--- config.mk ---
export PLATFORM = sky130hd
export DESIGN_NAME = mem_port_arbiter
export DESIGN_NICKNAME = d
export VERILOG_FILES = /design/src/rtl/mem_arb_pkg.sv /design/src/rtl/mem_port_arbiter.sv
export SDC_FILE = /design/constraint.sdc
export NUM_CORES = 1
export LEC_CHECK = 0
export BUFFER_PORTS_ARGS = -buffer_cell sky130_fd_sc_hd__buf_4
export CORE_ASPECT_RATIO = 0.8
export CORE_MARGIN = 2
export CORE_UTILIZATION = 45
export CTS_BUF_LIST = sky130_fd_sc_hd__clkbuf_8
export DETAILED_ROUTE_END_ITERATION = 7
export MAX_ROUTING_LAYER = met4
export PLACE_DENSITY = 0.83
export REMOVE_ABC_BUFFERS = 1
export SLEW_MARGIN = 20
export SYNTH_ARGS = -nofsm -noshare
export SYNTH_HDL_FRONTEND = slang
export SYNTH_SLANG_ARGS = --single-unit
--- constraint.sdc ---
create_clock -name clk -period 2.8 [get_ports clk]
set_input_delay 0.28 -clock clk [delete_from_list [all_inputs] [get_ports clk]]
set_output_delay 0.28 -clock clk [all_outputs]
set_load 0.02 [all_outputs]
--- src/rtl/mem_arb_pkg.sv ---
// Shared types for the fetch/data memory port arbiter.
package mem_arb_pkg;

  typedef enum logic [1:0] {
    IDLE  = 2'd0,
    FETCH = 2'd1,
    DATA  = 2'd2,
    RESP  = 2'd3
  } arb_state_e;

  typedef enum logic {
    OWN_FETCH = 1'b0,
    OWN_DATA  = 1'b1
  } owner_e;

endpackage

--- src/rtl/mem_port_arbiter.sv ---
// Arbitrates the single-port RAM between instruction fetch and load/store,
// with data priority bounded by a streak counter and pipeline stall outputs.
module mem_port_arbiter
  import mem_arb_pkg::*;
#(
  parameter int unsigned ADDR_WIDTH      = 32,
  parameter int unsigned DATA_WIDTH      = 32,
  parameter int unsigned MAX_DATA_STREAK = 4
) (
  input  logic                  clk,
  input  logic                  reset,
  input  logic                  if_req,
  input  logic [ADDR_WIDTH-1:0] if_addr,
  output logic [DATA_WIDTH-1:0] if_rdata,
  output logic                  if_ready,
  input  logic                  MemReadM,
  input  logic                  MemWriteM,
  input  logic [ADDR_WIDTH-1:0] mem_addr,
  input  logic [DATA_WIDTH-1:0] mem_wdata,
  output logic [DATA_WIDTH-1:0] mem_rdata,
  output logic                  mem_ready,
  output logic                  ram_req,
  output logic                  ram_we,
  output logic [ADDR_WIDTH-1:0] ram_addr,
  output logic [DATA_WIDTH-1:0] ram_wdata,
  input  logic [DATA_WIDTH-1:0] ram_rdata,
  input  logic                  ram_ack,
  output logic                  StallF,
  output logic                  StallM
);

  localparam int unsigned STREAK_W = $clog2(MAX_DATA_STREAK + 1);
  localparam logic [STREAK_W-1:0] STREAK_MAX = STREAK_W'(MAX_DATA_STREAK);

  arb_state_e            state_q;
  logic [STREAK_W-1:0]   streak_q, streak_d;
  logic                  ram_req_q, ram_we_q;
  logic [ADDR_WIDTH-1:0] ram_addr_q;
  logic [DATA_WIDTH-1:0] ram_wdata_q, if_rdata_q, mem_rdata_q;
  logic                  if_ready_q, mem_ready_q;

  logic   data_pend;
  logic   grant_vld;
  owner_e grant_own;

  // Grant decision for IDLE: data wins unless the fetch has waited out the streak.
  always_comb begin
    data_pend = MemReadM | MemWriteM;
    grant_vld = 1'b0;
    grant_own = OWN_FETCH;
    if (data_pend && !(if_req && (streak_q == STREAK_MAX))) begin
      grant_vld = 1'b1;
      grant_own = OWN_DATA;
    end else if (if_req) begin
      grant_vld = 1'b1;
    end

    streak_d = streak_q;
    if (grant_vld) begin
      if ((grant_own == OWN_DATA) && if_req) begin
        streak_d = (streak_q == STREAK_MAX) ? streak_q : streak_q + STREAK_W'(1);
      end else begin
        streak_d = '0;
      end
    end
  end

  always_ff @(posedge clk or negedge reset) begin
    if (!reset) begin
      state_q     <= IDLE;
      streak_q    <= '0;
      ram_req_q   <= 1'b0;
      ram_we_q    <= 1'b0;
      ram_addr_q  <= '0;
      ram_wdata_q <= '0;
      if_rdata_q  <= '0;
      mem_rdata_q <= '0;
      if_ready_q  <= 1'b0;
      mem_ready_q <= 1'b0;
    end else begin
      if_ready_q  <= 1'b0;
      mem_ready_q <= 1'b0;
      case (state_q)
        IDLE: begin
          if (grant_vld) begin
            streak_q  <= streak_d;
            ram_req_q <= 1'b1;
            if (grant_own == OWN_DATA) begin
              ram_we_q    <= MemWriteM;
              ram_addr_q  <= mem_addr;
              ram_wdata_q <= mem_wdata;
              state_q     <= DATA;
            end else begin
              ram_we_q   <= 1'b0;
              ram_addr_q <= if_addr;
              state_q    <= FETCH;
            end
          end
        end
        FETCH: begin
          if (ram_ack) begin
            if_rdata_q <= ram_rdata;
            if_ready_q <= 1'b1;
            ram_req_q  <= 1'b0;
            state_q    <= RESP;
          end
        end
        DATA: begin
          if (ram_ack) begin
            // Stores leave the last load data untouched.
            if (!ram_we_q) begin
              mem_rdata_q <= ram_rdata;
            end
            mem_ready_q <= 1'b1;
            ram_req_q   <= 1'b0;
            state_q     <= RESP;
          end
        end
        RESP: begin
          state_q <= IDLE;
        end
        default: state_q <= IDLE;
      endcase
    end
  end

  assign ram_req   = ram_req_q;
  assign ram_we    = ram_we_q;
  assign ram_addr  = ram_addr_q;
  assign ram_wdata = ram_wdata_q;
  assign if_rdata  = if_rdata_q;
  assign if_ready  = if_ready_q;
  assign mem_rdata = mem_rdata_q;
  assign mem_ready = mem_ready_q;

  assign StallF = if_req & ~if_ready_q;
  assign StallM = (MemReadM | MemWriteM) & ~mem_ready_q;

endmodule
=== Word level (Yosys, flattened, before mapping) ===
Index checks and enable logic that the tools add are counted.

* Flip-flop bits (word level): 137
* Bits of input ports: 134
* Output and inout port bits: 134
* Word-level logic and storage cells: 55

* Add/sub/neg operators: 1
* Equal/unequal tests: 7
* Mux-type cells: 17
* Bitwise gates (word level): 6
* Reduce and logical (&&, ||, !) cells: 14

{| class="wikitable"
|+ Operator list
! cell !! count
|-
| $mux W32 || 1
|-
| $reduce_and A3 Y1 || 4
|-
| $mux W1 || 9
|-
| $mux W2 || 3
|-
| $mux W3 || 2
|-
| $pmux W2 S3 || 1
|-
| $reduce_and A2 Y1 || 3
|-
| $eq A2 B2 Y1 const B || 2
|-
| $ne A2 B2 Y1 const B || 2
|-
| $add A3 B1 Y3 const B || 1
|-
| $eq A3 B3 Y1 const B || 1
|-
| $logic_and A1 B1 Y1 || 3
|-
| $not A1 Y1 || 3
|-
| $and A1 B1 Y1 || 2
|-
| $eq A2 B1 Y1 const B || 1
|-
| $logic_not A2 Y1 || 1
|-
| $ne A2 B1 Y1 const B || 1
|-
| $pmux W1 S2 || 1
|-
| $reduce_bool A2 Y1 || 1
|-
| $reduce_or A2 Y1 || 1
|-
| $logic_not A1 Y1 || 1
|-
| $or A1 B1 Y1 || 1
|}

=== Longest topological paths before layout ===
Gate-level depths: netlist (run 1).

* Word-level depth: 8
* Mapped depth: 7
* Depth with buffers taken out: 5

=== Least setup slack after synthesis (run 1) ===
Ideal clock, no wire load.

* Path type: register to register
* Start point: reg state_q[0]
* End point: reg mem_rdata_q[10] (netlist: mem_rdata[10])
* Library setup time: 0.125 ns
* Data arrival time: 1.525 ns
* Data required time: 2.675 ns
* Path slack: 1.150 ns
* Cell stages (with the launch flop): 8
* Buffers on the path: 2
* Cell sequence: dfrtp_1 -> inv_1 -> ha_1 -> and2_1 -> nand2b_1 -> clkbuf_1 -> buf_2 -> mux2_2

* Longest elaborated chain between the ends: 2

{| class="wikitable"
|+ Ends and longest elaborated chain
! what !! line !! source
|-
| from (decl) || mem_port_arbiter.sv:35 || <nowiki>arb_state_e state_q;</nowiki>
|-
| from (signal assigned) || mem_port_arbiter.sv:70 || <nowiki>state_q <= IDLE;</nowiki>
|-
| from (signal assigned) || mem_port_arbiter.sv:92 || <nowiki>state_q <= DATA;</nowiki>
|-
| from (signal assigned) || mem_port_arbiter.sv:96 || <nowiki>state_q <= FETCH;</nowiki>
|-
| $eq A2 B2 Y1 || mem_port_arbiter.sv:83 || <nowiki>case (state_q)</nowiki>
|-
| $reduce_and A3 Y1 (no source line) || -- ||
|-
| to (signal assigned) || mem_port_arbiter.sv:112 || <nowiki>mem_rdata_q <= ram_rdata;</nowiki>
|-
| to (decl) || mem_port_arbiter.sv:39 || <nowiki>logic [DATA_WIDTH-1:0] ram_wdata_q, if_rdata_q, mem_rdata_q;</nowiki>
|}

No other way between the ends.
A chain may end at the register's enable or synchronous reset.

=== Final worst setup path (run 1) ===
* Start point: reg state_q[1]
* End point: reg ram_wdata_q[30] (netlist: ram_wdata[30])

* Longest elaborated chain between the ends: 2

{| class="wikitable"
|+ Ends and longest elaborated chain
! what !! line !! source
|-
| $logic_not A2 Y1 || mem_port_arbiter.sv:83 ||
|-
| $reduce_and A3 Y1 (no source line) || -- ||
|-
| to (signal assigned) || mem_port_arbiter.sv:91 || <nowiki>ram_wdata_q <= mem_wdata;</nowiki>
|-
| to (decl) || mem_port_arbiter.sv:39 ||
|}

No other way between the ends.

==> flow_summary.json, run 1 <==
{
  "setup_violations": 0,
  "setup.worst_path.end_class": "flop",
  "slowest_stage": "nand3_4",
  "wirelength_microns": 15620,
  "reg2reg_depth": 4,
  "fin_crit_sh_pct": 72.55,
  "netlist_top_cells_count": "137 x dfrtp_1, 66 x mux2_2, 37 x nor2_1",
  "async_reset_ff_share_pct": 100.0,
  "gp_congestion": 0.7840,
  "synth-seq-cells": 137,
  "cts_inserted_buffers": 17,
  "clk_pin_slew_ps": 80,
  "syn_to_final_growth_pct": 43.72,
  "firstDrtPassIters": 4,
  "yosysTopAreaCell": "dfrtp_1",
  "grt_max_degree": 71,
  "num_vias": 4633,
  "p_leak_nw": 4.040,
  "fin_tns_setup_ps": 0,
  "yosysMostFrequentCell": "dfrtp_1",
  "r2r_start": "state_q[1]$_DFFE_PN0P_",
  "htree_levels": 4,
  "postLayoutCoreUtil_pct": 67.12,
  "slowest_delay_ps": 530,
  "grt_pass1_vias": 4807,
  "fin_crit_ps": 2031,
  "initial_core_util_pct": 46.71,
  "fmax_mhz": 492.3,
  "outcome": "completed",
  "netlist_area_sq_um": 5764,
  "routed_via_density": 5.211,
  "cts_root_buffer": "clkbuf_8",
  "dieArea_sq_um": 13740,
  "port_buffers": 267,
  "cts_tree": "built",
  "cellPowerDensity_nw_per_um2": 1266,
  "drive_gt1_share_pct": 56.69,
  "gr-usage-all-layers_pct": 23.18,
  "path_cells": "inv_1, ha_1, nand3_4, mux2_4",
  "wl_per_cell_microns": 17.57,
  "timing.hold.ws_ps": 83.60,
  "grt_pass1_wl_microns": 23970,
  "hold_viol_final": 0,
  "grt-ovfl-total": 0,
  "rows": 36,
  "cap_violations": 0,
  "netlist_instances": 440,
  "synth_seq_area_share_pct": 59.47,
  "synth_top_area_share_pct": 59.47,
  "final_area_sq_um": 8284,
  "required_ps": 3100,
  "die_h_microns": 105.2,
  "holdCritStartpoint": "mem_wdata[11]",
  "hold_class": "input pin to flop",
  "crit_fanout": 32,
  "nNetsFinal": 846,
  "clock_latency_ps": 420,
  "yosys_warnings": 0,
  "hold_path_depth": 2,
  "io_pins": 268,
  "synthFlopType": "dfrtp_1",
  "cts-resized-gates": 0,
  "ant_nets": 0,
  "synth_area_leaders": "dfrtp_1 59%, mux2_2 13%, mux2_4 7.8%",
  "cp.arrival_ps": 2330,
  "startpoint_type": "flop",
  "dpl_cell_area_sq_um": 7906,
  "grt_setup_unrepaired": "no",
  "ys_types": 27,
  "die_w_microns": 130.5,
  "r2r-end": "ram_wdata[30]$_DFFE_PN0P_",
  "antenna_found_initial": 0,
  "core_area_sq_um": 12340,
  "crit_type": "flop to flop",
  "tightest_slew_ps": 961.3,
  "place_worst_setup_slack_ps": 779.3,
  "clock_path_buffers": 2,
  "final_max_slew_viol_count": 0,
  "fin_cells": 889,
  "synth_edf_count": 0,
  "holdPathEnd": "ram_wdata[11]$_DFFE_PN0P_",
  "drt_iter0_drc": 222,
  "drcViolationCount": 0,
  "dp_hpwl_microns": 11520,
  "reg2reg_slack_ps": 770,
  "power.total_mw": 10.49,
  "antennaDiodeCount": 0,
  "placed_cells": 857,
  "slew_headroom_pct": 35.91,
  "finalWorstSetupSlack_ps": 768.6,
  "peakVddDrop_uv": 764.7,
  "skew_ps": 10.84,
  "cts_sinks": 137,
  "syn_avg_cell_area_sq_um": 13.10
}
[cell type report]
type | instances | area [sq um]
multi-input combinational | 267 | 2150
clock inverter | 13 | 120.1
fill | 926 | 4058
clock buffer | 18 | 247.7
timing repair buffer | 278 | 2106
inverter | 5 | 18.77
sequential | 137 | 3428
tap | 171 | 214.0
[kinds of logic after synthesis]
| group | synth area share (%) |
|---|---|
| buffers and inverters | 3.278 |
| and+or+nand+nor | 4.450 |
| DFF | 59.47 |
| muxes | 21.25 |
| AOI/OAI and AO/OA | 10.25 |
| adders and majority gates | 1.302 |
[critical path: cells and delay by family (launching register included)]
| kind | cells | cell delay, ps |
|---|---|---|
| multiplexers | 1 | 490 |
| buffers and inverters | 1 | 130 |
| adder cells (fa/ha/maj) | 1 | 350 |
| AND/OR/NAND/NOR | 1 | 530 |
| flip-flops | 1 | 390 |
[placed cells by master, fill, tap and decap left out, types with 2 or more instances in the layout]
| cell type | synthesis | routed |
|---|---|---|
| o22ai_1 | 2 | 2 |
| clkbuf_8 | 0 | 18 |
| clkinv_4 | 0 | 4 |
| a31oi_1 | 34 | 34 |
| inv_6 | 0 | 4 |
| mux2_4 | 30 | 30 |
| a21oi_1 | 33 | 33 |
| nor2_1 | 37 | 36 |
| mux2i_1 | 2 | 2 |
| mux2_2 | 66 | 66 |
| ha_1 | 6 | 6 |
| clkinv_2 | 0 | 4 |
| nand3_1 | 3 | 3 |
| nand2_1 | 7 | 7 |
| o21ai_0 | 34 | 34 |
| dfrtp_1 | 137 | 137 |
| buf_4 | 2 | 275 |
| inv_1 | 5 | 5 |
| nor2b_1 | 4 | 4 |
[worst max path at each step]
stage	startpoint	endpoint	slack, ps	depth (start not counted)
2_1_floorplan	streak_q[0]$_DFFE_PN0P_	ram_wdata[20]$_DFFE_PN0P_	280	5
3_3_place_gp	state_q[0]$_DFFE_PN0P_	ram_wdata[31]$_DFFE_PN0P_	860	4
3_5_place_dp	state_q[1]$_DFFE_PN0P_	ram_wdata[16]$_DFFE_PN0P_	780	4
4_1_cts	state_q[1]$_DFFE_PN0P_	ram_wdata[18]$_DFFE_PN0P_	770	4
5_1_grt	streak_q[0]$_DFFE_PN0P_	ram_addr[27]$_DFFE_PN0P_	670	5
6_report	state_q[1]$_DFFE_PN0P_	ram_wdata[30]$_DFFE_PN0P_	770	4
[power by group]
group / switching (mW) / internal (mW) / leakage, nW
Sequential: 0.608 / 3.00 / 1.61
Clock: 0.762 / 0.731 / 0.194
Combinational: 2.81 / 2.59 / 2.24
[registers in the layout, indices dropped and copies added (netlist names), 2 cells and up]
signal	cells
ram_addr	32
mem_rdata	32
ram_wdata	32
if_rdata	32
state_q	2
streak_q	3
[timing repair]
action	in CTS	in global routing
hold endpoints to repair	68	0
hold buffers	1	0
setup endpoints to repair	0	0
buffers inserted	0	0
[metal layers]
| metal | up-vias | part of all wire (%) | GRT usage (%) |
|---|---|---|---|
| met5 | - | 0 | - |
| met4 | 0 | 2.7 | 8.587 |
| met3 | 32 | 6.1 | 5.533 |
| met2 | 214 | 52 | 39.51 |
| met1 | 2288 | 39 | 26.59 |
| li1 | 2099 | - | - |
No activity file was read; power rests on OpenSTA's default activity.
==> run 2: changes to the inputs <==
--- a/config.mk
+++ b/config.mk
@@ -8,11 +8,11 @@
 export BUFFER_PORTS_ARGS = -buffer_cell sky130_fd_sc_hd__buf_4
 export CORE_ASPECT_RATIO = 0.8
 export CORE_MARGIN = 2
-export CORE_UTILIZATION = 45
+export CORE_UTILIZATION = 44
 export CTS_BUF_LIST = sky130_fd_sc_hd__clkbuf_8
 export DETAILED_ROUTE_END_ITERATION = 7
 export MAX_ROUTING_LAYER = met4
-export PLACE_DENSITY = 0.83
+export PLACE_DENSITY = 0.84
 export REMOVE_ABC_BUFFERS = 1
 export SLEW_MARGIN = 20
 export SYNTH_ARGS = -nofsm -noshare
==> constraint.sdc (replaced) <==
create_clock -name clk -period 1.8 [get_ports clk]
set_input_delay 0.18 -clock clk [delete_from_list [all_inputs] [get_ports clk]]
set_output_delay 0.18 -clock clk [all_outputs]
set_load 0.02 [all_outputs]
==> run 2 against run 1 <==
  * Worst hold slack got worse by 52 ps
  * Maximum frequency up 21%
  * Final cell count increased by 11%
  * Sequential power grew 57%
  * Sequential share of layout area fell by 4.6 points
  * Power grew 60%
  * Clock skew down 1.8 ps
  * Count of clock-buffer cells in the layout stayed put
  * Largest cell class unchanged
  * Highest routed layer unchanged
==> flow_summary.json, run 2 (synthesis results as in run 1) <==
{
  "final_cell_mix": "276 x buf_4, 137 x dfrtp_1, 91 x dlygate4sd3_1, 66 x mux2_2, 36 x nor2_1",
  "cts_root_buffer": "clkbuf_8",
  "cts_sinks": 137,
  "slowest_delay_ps": 390,
  "firstDrtPassIters": 4,
  "final_common_cell": "buf_4",
  "cap_violations": 0,
  "outcome": "completed",
  "fmax_mhz": 593.8,
  "grt_pass1_vias": 5476,
  "fill_cells": 804,
  "htree_levels": 4,
  "wirelength_microns": 17870,
  "grt_max_degree": 72,
  "setup_violations": 0,
  "drcViolationCount": 0,
  "grt_use_met1_pct": 29.91,
  "fin_crit_ps": 1684,
  "hold_viol_final": 0,
  "io_pins": 268,
  "grt.busiest_layer": "met2",
  "antennaDiodeCount": 0,
  "cts_tree": "built",
  "p_leak_nw": 4.485,
  "tightest_slew_ps": 720.8,
  "fin_crit_sh_pct": 93.56,
  "cts_inserted_buffers": 17,
  "gr-usage-all-layers_pct": 26.66,
  "ant_nets": 0,
  "startpoint_type": "flop",
  "crit_type": "flop to flop",
  "required_ps": 2110,
  "dieArea_sq_um": 14040,
  "hold_class": "input pin to flop",
  "skew_ps": 8.999,
  "fin_tns_setup_ps": 0,
  "slowest_stage": "dfrtp_1",
  "die_h_microns": 106.4,
  "cellPowerDensity_nw_per_um2": 1803,
  "fin_cells": 990,
  "crit_fanout": 20,
  "gr-usage-met3_pct": 7.439,
  "num_vias": 5133,
  "dp_hpwl_microns": 11280,
  "gp_congestion": 0.8284,
  "antenna_found_initial": 0,
  "final_max_slew_viol_count": 0,
  "dpl_cell_area_sq_um": 8023,
  "syn_to_final_growth_pct": 61.82,
  "placed_cells": 867,
  "grt_pass1_wl_microns": 28190,
  "die_w_microns": 132.0,
  "drt_iter0_drc": 277,
  "cp.arrival_ps": 1990,
  "wl_per_cell_microns": 18.05,
  "timing.hold.ws_ps": 31.73,
  "power.total_mw": 16.82,
  "grt-ovfl-total": 0,
  "routed_via_density": 5.185,
  "clk_pin_slew_ps": 70,
  "peakVddDrop_uv": 1373,
  "slew_headroom_pct": 51.95,
  "grtUsageMet2_pct": 45.28,
  "final_area_sq_um": 9328,
  "path_cells": "inv_1, ha_2, buf_4, o31ai_4, buf_6, a31oi_1, a21oi_1",
  "drive_gt1_share_pct": 50.67,
  "nNetsFinal": 944,
  "rows": 37,
  "setup.worst_path.end_class": "flop",
  "port_buffers": 267,
  "core_area_sq_um": 12820,
  "clock_path_buffers": 2,
  "clock_latency_ps": 430,
  "initial_core_util_pct": 44.95
}
-- run 2: stage by stage --
| stage | utilization (%) | setup slack [ps] |
|---|---|---|
| 2_1_floorplan | - | -717.2 |
| 3_3_place_gp | 62.47 | -53.36 |
| 3_5_place_dp | 62.56 | 75.50 |
| 4_1_cts | 72.49 | 53.86 |
| 5_1_grt | 72.74 | -6.262 |
| 6_report | 72.74 | 115.8 |
-- run 2: area by class of cell --
type,instances,area (sq um),area share [%]
multi-input combinational,267,2163,23.19
inverter,5,18.77,0.2012
sequential,137,3428,36.75
timing repair buffer,376,3137,33.63
clock inverter,12,113.9,1.221
clock buffer,18,247.7,2.656
tap,175,219.0,2.347
-- run 2: report_power, final --
| part | leakage (nW) | total [mW] | switching [mW] | internal (mW) |
|---|---|---|---|---|
| logic | 2.68 | 8.81 | 4.50 | 4.31 |
| registers | 1.61 | 5.65 | 0.987 | 4.66 |
| clock network | 0.195 | 2.36 | 1.13 | 1.22 |
-- run 2: path summary, 6_finish.rpt --
| path | end | slack (ps) | start | cells past startpoint |
|---|---|---|---|---|
| max in group asynchronous | ram_wdata[7]$_DFFE_PN0P_ | 1100 | reset | 3 |
| worst min register to register | mem_rdata[9]$_DFFE_PN0P_ | 510 | mem_rdata[9]$_DFFE_PN0P_ | 1 |
| worst max-delay path | ram_addr[18]$_DFFE_PN0P_ | 120 | state_q[1]$_DFFE_PN0P_ | 7 |
| worst min-delay path | ram_addr[2]$_DFFE_PN0P_ | 30 | if_addr[2] | 3 |
| worst max register to register | ram_addr[18]$_DFFE_PN0P_ | 120 | state_q[1]$_DFFE_PN0P_ | 7 |
| min in group asynchronous | mem_rdata[1]$_DFFE_PN0P_ | 120 | reset | 2 |
-- run 2: worst max-delay path: cells and delay by family, from the launching register on --
kind / cells / cell delay [ps]
buffers and inverters: 3 / 500
adders and majority gates: 1 / 240
DFF: 1 / 390
AOI/OAI and AO/OA: 3 / 430
-- run 2: per-layer routing --
layer | vias up | part of all wire, %
li1 | 2289 | -
met1 | 2516 | 38
met2 | 274 | 52
met3 | 54 | 7.2
met4 | 0 | 3.0
met5 | - | 0
-- run 2: what timing repair did --
item	in CTS	in global routing
hold buffers	91	0
setup endpoints to repair	0	31
gates resized for setup	0	4
hold endpoints to repair	259	0
buffers inserted	0	2
==> run 3: changes to the inputs <==
--- a/config.mk
+++ b/config.mk
@@ -13,6 +13,7 @@
 export DETAILED_ROUTE_END_ITERATION = 7
 export MAX_ROUTING_LAYER = met4
 export PLACE_DENSITY = 0.84
+export RECOVER_POWER = 100
 export REMOVE_ABC_BUFFERS = 1
 export SLEW_MARGIN = 20
 export SYNTH_ARGS = -nofsm -noshare
==> run 3 against run 2 <==
  * Routed wire length decreased by 0.12%
  * First-iteration DRC count down 9.7%
  * Clock power hardly changed
==> flow_summary.json, run 3 (synthesis results as in run 1) <==
{
  "outcome": "completed",
  "power_frac_seq_pct": 36.2,
  "fill_cells": 1000,
  "nNetsFinal": 944,
  "drive_gt1_share_pct": 34.11,
  "routed.top_layer": "met4",
  "fin_crit_ps": 1701,
  "cap_violations": 0,
  "r2r_start": "state_q[1]$_DFFE_PN0P_",
  "ant_nets": 0,
  "clock_latency_ps": 440,
  "required_ps": 2120,
  "io_pins": 268,
  "swShare_pct": 42.45,
  "cp.arrival_ps": 2020,
  "antennaDiodeCount": 0,
  "cts_sinks": 137,
  "p_clk_share_pct": 15.2,
  "r2r-end": "if_rdata[23]$_DFFE_PN0P_",
  "final_area_sq_um": 8792,
  "dpl_cell_area_sq_um": 8023,
  "cellPowerDensity_nw_per_um2": 1763,
  "core_area_sq_um": 12820,
  "fin_tns_setup_ps": 0,
  "timing.hold.ws_ps": 29.65,
  "skew_ps": 8.815,
  "wl_met3_microns": 1266,
  "hold_class": "input pin to flop",
  "internal-power_mw": 8.922,
  "hold_path_depth": 3,
  "reg2reg_depth": 5,
  "holdCritStartpoint": "if_addr[27]",
  "clk_pin_slew_ps": 70,
  "gr-usage-all-layers_pct": 26.66,
  "clock_path_buffers": 2,
  "wl_per_cell_microns": 18.03,
  "wl_met1_microns": 6887,
  "cts_root_buffer": "clkbuf_8",
  "startpoint_type": "flop",
  "slew_headroom_pct": 45.24,
  "dieArea_sq_um": 14040,
  "fin_crit_sh_pct": 94.49,
  "firstDrtPassIters": 5,
  "port_buffers": 267,
  "grt_pass1_vias": 5476,
  "initial_core_util_pct": 44.95,
  "cts_tree": "built",
  "setup.worst_path.end_class": "flop",
  "antenna_found_initial": 0,
  "p_leak_nw": 3.981,
  "grt_pass1_wl_microns": 28190,
  "pwr-share-comb_pct": 48.6,
  "grt_max_degree": 72,
  "num_vias": 5127,
  "setup_violations": 0,
  "final_cell_mix": "142 x buf_4, 137 x dfrtp_1, 135 x clkbuf_1, 91 x dlygate4sd3_1, 66 x mux2_2",
  "routed_via_density": 5.179,
  "tightest_slew_ps": 821.3,
  "fmax_mhz": 588.0,
  "met2_length_microns": 9184,
  "peakVddDrop_uv": 1158,
  "finalWorstSetupSlack_ps": 99.20,
  "cts_inserted_buffers": 17,
  "p_switching_mw": 6.582,
  "reg2reg_slack_ps": 100,
  "htree_levels": 4,
  "hold_viol_final": 0,
  "die_w_microns": 132.0,
  "wirelength_microns": 17850,
  "final_max_slew_viol_count": 0,
  "drt_iter0_drc": 250,
  "syn_to_final_growth_pct": 52.53,
  "gp_congestion": 0.8284,
  "rows": 37,
  "die_h_microns": 106.4,
  "crit_fanout": 33,
  "grt-ovfl-total": 0,
  "drcViolationCount": 0,
  "final_common_cell": "buf_4",
  "place_worst_setup_slack_ps": 75.50,
  "crit_type": "flop to flop",
  "dp_hpwl_microns": 11280,
  "holdPathEnd": "ram_addr[27]$_DFFE_PN0P_"
}
==> run 3: cell types whose count changed in the layout (fill, tap and decap cells not counted) <==
cell / change
clkbuf_1: +135
buf_4: -134
buf_6: -1
and2_1: -1
buf_12: -2
clkbuf_4: +2
and2_0: +1
==> run 3: final cells by class <==
type / count / area [sq um] / area share [%]
timing repair buffer: 376 / 2601 / 29.59
sequential: 137 / 3428 / 38.99
clock inverter: 12 / 113.9 / 1.295
clock buffer: 18 / 247.7 / 2.818
multi-input combinational: 267 / 2163 / 24.61
inverter: 5 / 18.77 / 0.2135
tap: 175 / 219.0 / 2.490
==> run 3: power groups by stage <==
| stage | sequential [mW] | combinational [mW] | clock (mW) |
|---|---|---|---|
| finish | 5.61 | 7.54 | 2.36 |
| global route | 5.77 | 8.08 | 2.55 |
| global placement | 5.51 | 8.28 | 0 |
| floorplan | 7.32 | 3.00 | 0 |
| detailed placement | 5.62 | 8.55 | 0 |
| CTS | 5.60 | 8.72 | 2.42 |
==> run 3: critical path, cell delays in order, from the launching register on <==
cell	delay (ps)
dfrtp_1	360
inv_1	90
ha_1	190
nand2_1	60
clkbuf_4	460
mux2_2	410
==> run 3: worst max path at each step <==
stage | depth (start not counted) | to | slack [ps] | start
finish | 5 | if_rdata[23]$_DFFE_PN0P_ | 100 | state_q[1]$_DFFE_PN0P_
global route | 7 | ram_addr[18]$_DFFE_PN0P_ | -6 | state_q[1]$_DFFE_PN0P_
CTS | 6 | ram_wdata[4]$_DFFE_PN0P_ | 50 | streak_q[0]$_DFFE_PN0P_
detailed placement | 6 | ram_wdata[29]$_DFFE_PN0P_ | 80 | streak_q[0]$_DFFE_PN0P_
global placement | 5 | streak_q[2]$_DFFE_PN0P_ | -50 | if_req
floorplan | 5 | ram_wdata[20]$_DFFE_PN0P_ | -720 | streak_q[0]$_DFFE_PN0P_
==> run 3: layer usage <==
metal,up-vias,GRT usage [%]
met5,-,-
li1,2292,-
met2,264,45.28
met4,0,11.02
met3,49,7.439
met1,2522,29.91
==> run 3: timing repair <==
action / 4_1_cts / 5_1_grt
hold buffers: 91 / 0
setup buffers: 0 / 2
hold endpoints to repair: 259 / 0
resized for setup: 0 / 4
endpoints found under the setup margin: 0 / 31
==> run 3: per-stage QoR <==
step | power, mW | cells | utilization (%)
after CTS | 16.74 | 988 | 72.49
final | 15.50 | 990 | 68.56
after global routing | 16.40 | 990 | 68.56
after global placement | 13.79 | 866 | 62.47
after floorplan | 10.32 | 409 | -
after detailed placement | 14.17 | 867 | 62.56
